<file path="config.mk">
export PLATFORM = sky130hd
export DESIGN_NAME = spi_master_ctrl
export DESIGN_NICKNAME = d
export VERILOG_FILES = /design/src/rtl/spi_mem_pkg.sv /design/src/rtl/spi_master_shifter.sv /design/src/rtl/spi_master_ctrl.sv
export SDC_FILE = /design/constraint.sdc
export NUM_CORES = 1
export LEC_CHECK = 0
export CAP_MARGIN = 20
export CORE_MARGIN = 2
export CORE_UTILIZATION = 40
export DETAILED_ROUTE_END_ITERATION = 6
export MAX_ROUTING_LAYER = met4
export PLACE_DENSITY = 0.61
export SYNTH_ARGS = -nofsm -noshare
export SYNTH_HDL_FRONTEND = slang
export SYNTH_SLANG_ARGS = --single-unit
</file>
<file path="constraint.sdc">
create_clock -name clk -period 3.26 [get_ports clk]
set_input_delay 0.326 -clock clk [delete_from_list [all_inputs] [get_ports clk]]
set_output_delay 0.326 -clock clk [all_outputs]
set_load 0.05 [all_outputs]
</file>
<file path="src/rtl/spi_mem_pkg.sv">
// Shared command codes, FSM states and sizes for the SPI master that talks to
// the SPI slave + RAM memory wrapper.
package spi_mem_pkg;

  localparam logic [1:0] CMD_WR_ADDR = 2'b00;
  localparam logic [1:0] CMD_WR_DATA = 2'b01;
  localparam logic [1:0] CMD_RD_ADDR = 2'b10;
  localparam logic [1:0] CMD_RD_DATA = 2'b11;

  localparam int FRAME_BITS = 10;
  localparam int CNT_W      = 16;

  typedef enum logic [2:0] {
    IDLE,
    CMD,
    PAYLOAD,
    WAIT,
    RX,
    GAP
  } state_t;

endpackage

</file>
<file path="src/rtl/spi_master_shifter.sv">
// Datapath of the SPI master: a parallel-load MOSI shift register and a MISO
// shift-in register.
module spi_master_shifter
  import spi_mem_pkg::*;
(
  input  logic                  i_clk,
  input  logic                  i_rst,
  input  logic                  i_load,
  input  logic [FRAME_BITS-1:0] i_loadWord,
  input  logic                  i_shift,
  input  logic                  i_capture,
  input  logic                  i_miso,
  output logic                  o_mosi,
  output logic [7:0]            o_rxNext
);

  logic [FRAME_BITS-1:0] r_tx;
  logic [6:0]            r_rx;

  // Zeros shift in behind the frame, so MOSI idles low once all bits are out.
  always_ff @(posedge i_clk) begin
    if (i_rst) begin
      r_tx <= '0;
      r_rx <= '0;
    end else begin
      if (i_load) begin
        r_tx <= i_loadWord;
      end else if (i_shift) begin
        r_tx <= {r_tx[FRAME_BITS-2:0], 1'b0};
      end
      if (i_capture) begin
        r_rx <= {r_rx[5:0], i_miso};
      end
    end
  end

  assign o_mosi = r_tx[FRAME_BITS-1];
  // Byte as it stands once the current MISO bit is included.
  assign o_rxNext = {r_rx, i_miso};

endmodule

</file>
<file path="src/rtl/spi_master_ctrl.sv">
// SPI master for the memory wrapper: one host request per frame, serialised as
// 2 command bits + 8 payload bits, with an 8-bit MISO read for read-data frames.
module spi_master_ctrl
  import spi_mem_pkg::*;
#(
  parameter int RD_DELAY   = 0,
  parameter int GAP_CYCLES = 1
) (
  input  logic       clk,
  input  logic       rst,
  input  logic       req_valid,
  output logic       req_ready,
  input  logic [1:0] req_cmd,
  input  logic [7:0] req_payload,
  output logic       rsp_valid,
  output logic [7:0] rsp_data,
  output logic       busy,
  output logic       SS_n,
  output logic       MOSI,
  input  logic       MISO
);

  localparam logic [CNT_W-1:0] CNT_CMD_LAST  = CNT_W'(1);
  localparam logic [CNT_W-1:0] CNT_BYTE_LAST = CNT_W'(7);
  localparam logic [CNT_W-1:0] CNT_WAIT_LAST = CNT_W'(RD_DELAY - 1);
  localparam logic [CNT_W-1:0] CNT_GAP_LAST  = CNT_W'(GAP_CYCLES - 1);

  state_t           r_state;
  state_t           w_nextState;
  logic [CNT_W-1:0] r_cnt;
  logic [CNT_W-1:0] w_nextCnt;
  logic [1:0]       r_cmd;
  logic             r_ssN;
  logic             r_ready;
  logic             r_busy;
  logic             r_rspValid;
  logic [7:0]       r_rspData;
  logic             w_accept;
  logic             w_lastRx;
  logic [7:0]       w_rxNext;
  logic [FRAME_BITS-1:0] w_loadWord;

  assign w_accept   = req_valid && r_ready;
  assign w_loadWord = {req_cmd, (req_cmd == CMD_RD_DATA) ? 8'h00 : req_payload};

  // Next state and per-state cycle counter; the counter restarts on every state change.
  always_comb begin
    w_nextState = r_state;
    w_lastRx    = 1'b0;
    unique case (r_state)
      IDLE:    if (w_accept) w_nextState = CMD;
      CMD:     if (r_cnt == CNT_CMD_LAST) begin
                 if (r_cmd != CMD_RD_DATA) w_nextState = PAYLOAD;
                 else if (RD_DELAY > 0)    w_nextState = WAIT;
                 else                      w_nextState = RX;
               end
      PAYLOAD: if (r_cnt == CNT_BYTE_LAST) w_nextState = GAP;
      WAIT:    if (r_cnt == CNT_WAIT_LAST) w_nextState = RX;
      RX:      if (r_cnt == CNT_BYTE_LAST) begin
                 w_nextState = GAP;
                 w_lastRx    = 1'b1;
               end
      GAP:     if (r_cnt == CNT_GAP_LAST) w_nextState = w_accept ? CMD : IDLE;
      default: w_nextState = IDLE;
    endcase
    w_nextCnt = ((w_nextState != r_state) || (r_state == IDLE)) ? '0 : r_cnt + CNT_W'(1);
  end

  // Ready/busy/SS_n are registered from the next state so they line up with the frame.
  always_ff @(posedge clk) begin
    if (rst) begin
      r_state    <= IDLE;
      r_cnt      <= '0;
      r_cmd      <= 2'b00;
      r_ssN      <= 1'b1;
      r_ready    <= 1'b1;
      r_busy     <= 1'b0;
      r_rspValid <= 1'b0;
      r_rspData  <= 8'h00;
    end else begin
      r_state <= w_nextState;
      r_cnt   <= w_nextCnt;
      if (w_accept) r_cmd <= req_cmd;
      r_ssN      <= (w_nextState == IDLE) || (w_nextState == GAP);
      r_ready    <= (w_nextState == IDLE) ||
                    ((w_nextState == GAP) && (w_nextCnt == CNT_GAP_LAST));
      r_busy     <= (w_nextState != IDLE);
      r_rspValid <= w_lastRx;
      if (w_lastRx) r_rspData <= w_rxNext;
    end
  end

  spi_master_shifter u_shifter (
    .i_clk      (clk),
    .i_rst      (rst),
    .i_load     (w_accept),
    .i_loadWord (w_loadWord),
    .i_shift    (r_state != IDLE),
    .i_capture  (r_state == RX),
    .i_miso     (MISO),
    .o_mosi     (MOSI),
    .o_rxNext   (w_rxNext)
  );

  assign req_ready = r_ready;
  assign busy      = r_busy;
  assign SS_n      = r_ssN;
  assign rsp_valid = r_rspValid;
  assign rsp_data  = r_rspData;

endmodule

</file>
# Yosys cells after proc, flatten, opt, wreduce, memory -nomap -nowiden
# Index checks and enable logic that the tools add are counted.
[word_totals] ff_bits=50 inputBits=14
[op_classes] n_addsub=1 n_eq_ne=12 n_mux=14 reduce_logical=13
[ops] cell="zero test 16 bit" count=2
[ops] cell="2-to-1 mux 10 bit" count=2
[ops] cell="2-to-1 mux 3 bit" count=6
[ops] cell="adder 16 x 1 -> 16 bit (second input constant)" count=1
[ops] cell="equality test 16 x 1 -> 1 bit (second input constant)" count=1
[ops] cell="equality test 16 bit (second input constant)" count=1
[ops] cell="equality test 16 x 3 -> 1 bit (second input constant)" count=1
[ops] cell="2-to-1 mux 16 bit" count=1
[ops] cell="one-hot mux 3 bit (5 select lines)" count=1
[ops] cell="equality test 3 bit (second input constant)" count=3
[ops] cell="2-to-1 mux 8 bit" count=1
[ops] cell="equality test 3 x 2 -> 1 bit (second input constant)" count=2
[ops] cell="zero test 3 bit" count=2
[ops] cell="nonzero test 3 bit" count=2
[ops] cell="equality test 3 x 1 -> 1 bit (second input constant)" count=1
[ops] cell="logical OR 1 bit" count=3
[ops] cell="2-to-1 mux 1 bit" count=3
[ops] cell="!= test 3 bit" count=1
[ops] cell="equality test 2 bit (second input constant)" count=1
[ops] cell="logical AND 1 bit" count=2
[ops] cell="!= test 2 bit (second input constant)" count=1
[ops] cell="nonzero test 2 bit" count=1
[ops] cell="OR reduction 2 bit" count=1

# Longest topological paths before layout
[logic_depth] ltp_word=10 ltp_mapped=10 mapped_depth_nobuf=9

# Hierarchy
# From an unflattened synthesis, not the netlist that was laid out.
[hier_totals] hier_cells=298 hier_area_um2=2557.5
[modules_own_cells] module="spi_master_ctrl" n_inst=1 cells_each=230 area_each_um2=1845.5 seq_area_each_um2=660.6
[modules_own_cells] module="spi_master_shifter" n_inst=1 cells_each=68 area_each_um2=711.9 seq_area_each_um2=340.3

# Worst setup path after synthesis
# OpenSTA, ideal clock, no wires.
[synth_timing] path_type="register -> register" from="register r_cnt[9]" to="register r_cnt[13]" setup_ps=115 arrival_ps=2230 required_ps=3145 path_slack_ps=915 stages_incl_launch_ff=9 path_buffers=2 synth_period_minus_slack_ps=2345 path_cell_list="dfxtp_1 > buf_6 > or4_4 > or4_4 > a31oi_1 > o211ai_1 > nand4b_4 > buf_6 > nor2_1"
[synth_between] elab_chain_cells=6 elab_cells_between_ends=13
[synth_rtl] element="start, declared" line_no="spi_master_ctrl.sv:30" text="logic [CNT_W-1:0] r_cnt;"
[synth_rtl] element="start signal, assigned" line_no="spi_master_ctrl.sv:82" text="r_cnt <= w_nextCnt;"
[synth_rtl] element="equality test 16 x 3 -> 1 bit, or another cell as far along" line_no="spi_master_ctrl.sv:57, spi_master_ctrl.sv:59"
[synth_rtl] element="2-to-1 mux 3 bit (on tied branches)"
[synth_rtl] element="one-hot mux 3 bit (5 select lines)" line_no="spi_master_ctrl.sv:50" text="unique case (r_state)"
[synth_rtl] element="!= test 3 bit" line_no="spi_master_ctrl.sv:66" text="w_nextCnt = ((w_nextState != r_state) || (r_state == IDLE)) ? '0 : r_cnt + CNT_W'(1);"
[synth_rtl] element="logical OR 1 bit" line_no="spi_master_ctrl.sv:66"
[synth_rtl] element="2-to-1 mux 16 bit (*)" line_no="spi_master_ctrl.sv:66"
# Mark *: on every way between the ends. The rest lies on a longest branch, timed or not.
# A chain may end at the register's enable or synchronous reset.

# Worst setup path in the final report
[layout_timing] from="register r_cnt[0]" to="register r_cnt[7]"
# Same word-level chain as after synthesis.

==> qor.txt <==
status - completed
share of flip-flops with an asynchronous set or reset - 0
clk slew on worst S/H paths - 0.09 ns
antenna cells - 0
Buf/Inv on CP - 0
Worst-Margin Slew - 0.653 ns
Worst slew margin - 0.554
Hold Path Depth - 2
critical path fanouts, max - 16
Post-synth EDFFs - 0
post-route ant nets - 0
period utilization - 0.829
Die X - 82.7 um
sequential cell area fraction in the yosys report - 0.404
setup TNS - 0 ns
Worst VDD drop - 200 uV
sequence of cells on the critical path - ha_1, and4_1, nand3_1, o211a_1, nor3_1, o211ai_1, nand4b_4, nor2_1
gr ovfl total - 0
Setup CP Type - reg2reg
area leader, netlist - dfxtp_1
routed len/inst - 12.8 um
first-pass GRT wire length - 7.91 mm
Synth Register Bits - 50
Layout Skew - 0.00495 ns
Worst R2R End - r_cnt[7]$_SDFF_PP0_
Unique masters post-synth - 50
Leak - 0.000969 uW
required time of the critical path - 3.45 ns
DR vias - 1970
chip height - 82.7 um
Post-Syn Area per Cell - 8.85 um^2
Yosys top cell area share - 0.404
Final Setup Violations - 0
Detailed Route Iter0 Violations - 90
dpl hpwl - 3.42 mm
max-cap violations - 0
Synthesized Nets - 297
Period minus WS final - 2.70 ns
Crit path max-delay family - simple AND/OR/NAND/NOR gates
CTS tree - built
Hold Buf Count CTS - 0
pwr/cell area - 424 mW/mm^2
routability cong. - 0.900
Ys Warns - 0
share of cells above drive strength 1 - 0.116
top cells by area, synth - dfxtp_1, nor2_1, nand2_1
cts bufs inserted - 5
Core Rows - 28
FF-to-FF Start - r_cnt[0]$_SDFF_PP0_
DIE AREA - 0.00684 mm^2
post-cts sizing count - 0
vias in the first global route - 1715
flop-to-flop setup slack - 0.56 ns
Setup Fix Bufs, Post-CTS - 0
initial core utilization - 0.416
RSZ-0062 raised after global routing - false
drc violations - 0
largest net degree at the start of global routing - 24
total design power - 1220 uW
slowest cell delay on critical path - 0.45 ns
Max Root-Sink Buffers - 2
root buffer cell - clkbuf_8
Reg2Reg Depth - 8
final hold vios - 0
HP Class - reg2reg
cell area after synthesis - 0.00248 mm^2
Arrival @ worst endpoint - 2.89 ns
Port Buffers - 26
CTS sink cnt - 50
I/O Pins - 27
nets - 318
Tot GR Track Use - 0.156
fmax - 370 MHz
core footprint - 0.00596 mm^2
Main synth FF type - dfxtp_1
Critical Path Source Type - register
WHS Endpoint - u_shifter.r_rx[6]$_SDFFE_PP0N_
Synth Instances - 280
Slew Limit Fails - 0
H-tree depth - 2
Crit path depth - 8
DRT Pass-1 Iters - 4
Clk Latency, worst-skew pair - 0.31 ns
DR vias/cell - 5.24
Slowest cell on crit path - dfxtp_1
routed wire length - 4.79 mm
initial antenna violation count - 0
area grow syn2layout - 16.4%
Worst Setup End Kind - register
hold_sp - u_shifter.r_rx[6]$_SDFFE_PP0N_
==> registers in the layout, indices dropped and copies added, names as in the netlist <==
register / count
r_cnt: 16
u_shifter.r_tx: 10
rsp_data: 8
u_shifter.r_rx: 7
r_state: 3
r_cmd: 2
SS_n: 1
busy: 1
req_ready: 1
rsp_valid: 1
==> worst max-delay path by stage <==
stage | end | slack (ns) | start
2_1_floorplan | r_cnt[13]$_SDFF_PP0_ | 0.91 | r_cnt[9]$_SDFF_PP0_
3_3_place_gp | r_cnt[13]$_SDFF_PP0_ | 0.54 | req_valid
3_5_place_dp | r_cnt[7]$_SDFF_PP0_ | 0.50 | req_valid
4_1_cts | r_cnt[7]$_SDFF_PP0_ | 0.56 | r_cnt[0]$_SDFF_PP0_
5_1_grt | r_cnt[7]$_SDFF_PP0_ | 0.26 | r_cnt[0]$_SDFF_PP0_
6_report | r_cnt[7]$_SDFF_PP0_ | 0.56 | r_cnt[0]$_SDFF_PP0_
==> synth_stat cells, drive strengths merged, types with 2 or more instances <==
cell,count
ha,3
nor3b,2
mux2i,8
o211ai,2
nand2b,2
and4,3
nor4,3
o21ai,3
nor2,45
and2,3
or4,3
and3,5
or3,2
buf,6
nand2,32
a21oi,18
nand3,10
inv,5
a31oi,2
dfxtp,50
nor2b,2
xnor2,12
a22oi,7
o211a,2
xor2,7
clkbuf,9
mux2,9
a41oi,2
nor3,6
nand4,5
==> per-layer routing <==
metal / routed length (um) / GRT usage
met1: 2450 / 0.213
met2: 2070 / 0.220
met3: 179 / 0.0326
met4: 94 / 0.0705
met5: 0 / -
==> worst register-to-register path: cells and delay by family, from the launching register on <==
kind,cells,cell delay [ns]
DFF,1,0.45
adders and majority gates,1,0.31
and+or+nand+nor,5,1.34
AOI/OAI and AO/OA,2,0.49
==> cell usage in the layout (no fill, tap or decap), drive strengths merged, types with 5 or more instances in the layout <==
cell	count
dfxtp	50
nor2	45
nand2	32
clkdlybuf4s50	26
a21oi	18
xnor2	12
nand3	10
mux2	9
mux2i	8
xor2	7
a22oi	7
nor3	6
nand4	5
and3	5
clkbuf	5
inv	5
==> stage by stage <==
stage	worst slack [ns]	instances	area, um^2	util	hold slack (ns)
after floorplan	0.915	280	2480	-	0.436
after global placement	0.535	369	2780	0.466	0.447
after detailed placement	0.503	369	2780	0.466	0.451
after CTS	0.559	376	2880	0.484	0.463
after global routing	0.256	376	2880	0.484	0.480
final	0.556	376	2880	0.484	0.463
==> final cells by class <==
| cell class | count | area [um^2] |
|---|---|---|
| Tap cell | 75 | 93.8 |
| Inverter | 5 | 18.8 |
| Clock buffer | 5 | 68.8 |
| Fill cell | 578 | 3070 |
| Timing Repair Buffer | 29 | 283 |
| Multi-Input combinational cell | 210 | 1380 |
| Sequential cell | 50 | 1000 |
| Clock inverter | 2 | 38.8 |
==> logic make-up after synthesis <==
kind of cell | synth area share
fa+ha+maj | 0.0152
buf+inv | 0.0389
xor+xnor | 0.0702
simple gates | 0.268
compound gates | 0.130
mux | 0.0732
flops | 0.404
==> power by group <==
group	total (uW)	leakage [uW]	internal (uW)	switching, uW
clock network	435	0.0000542	226	209
registers	645	0.000406	629	15.7
logic	142	0.000509	62.4	80.0
No activity file was read; power rests on OpenSTA's default activity.
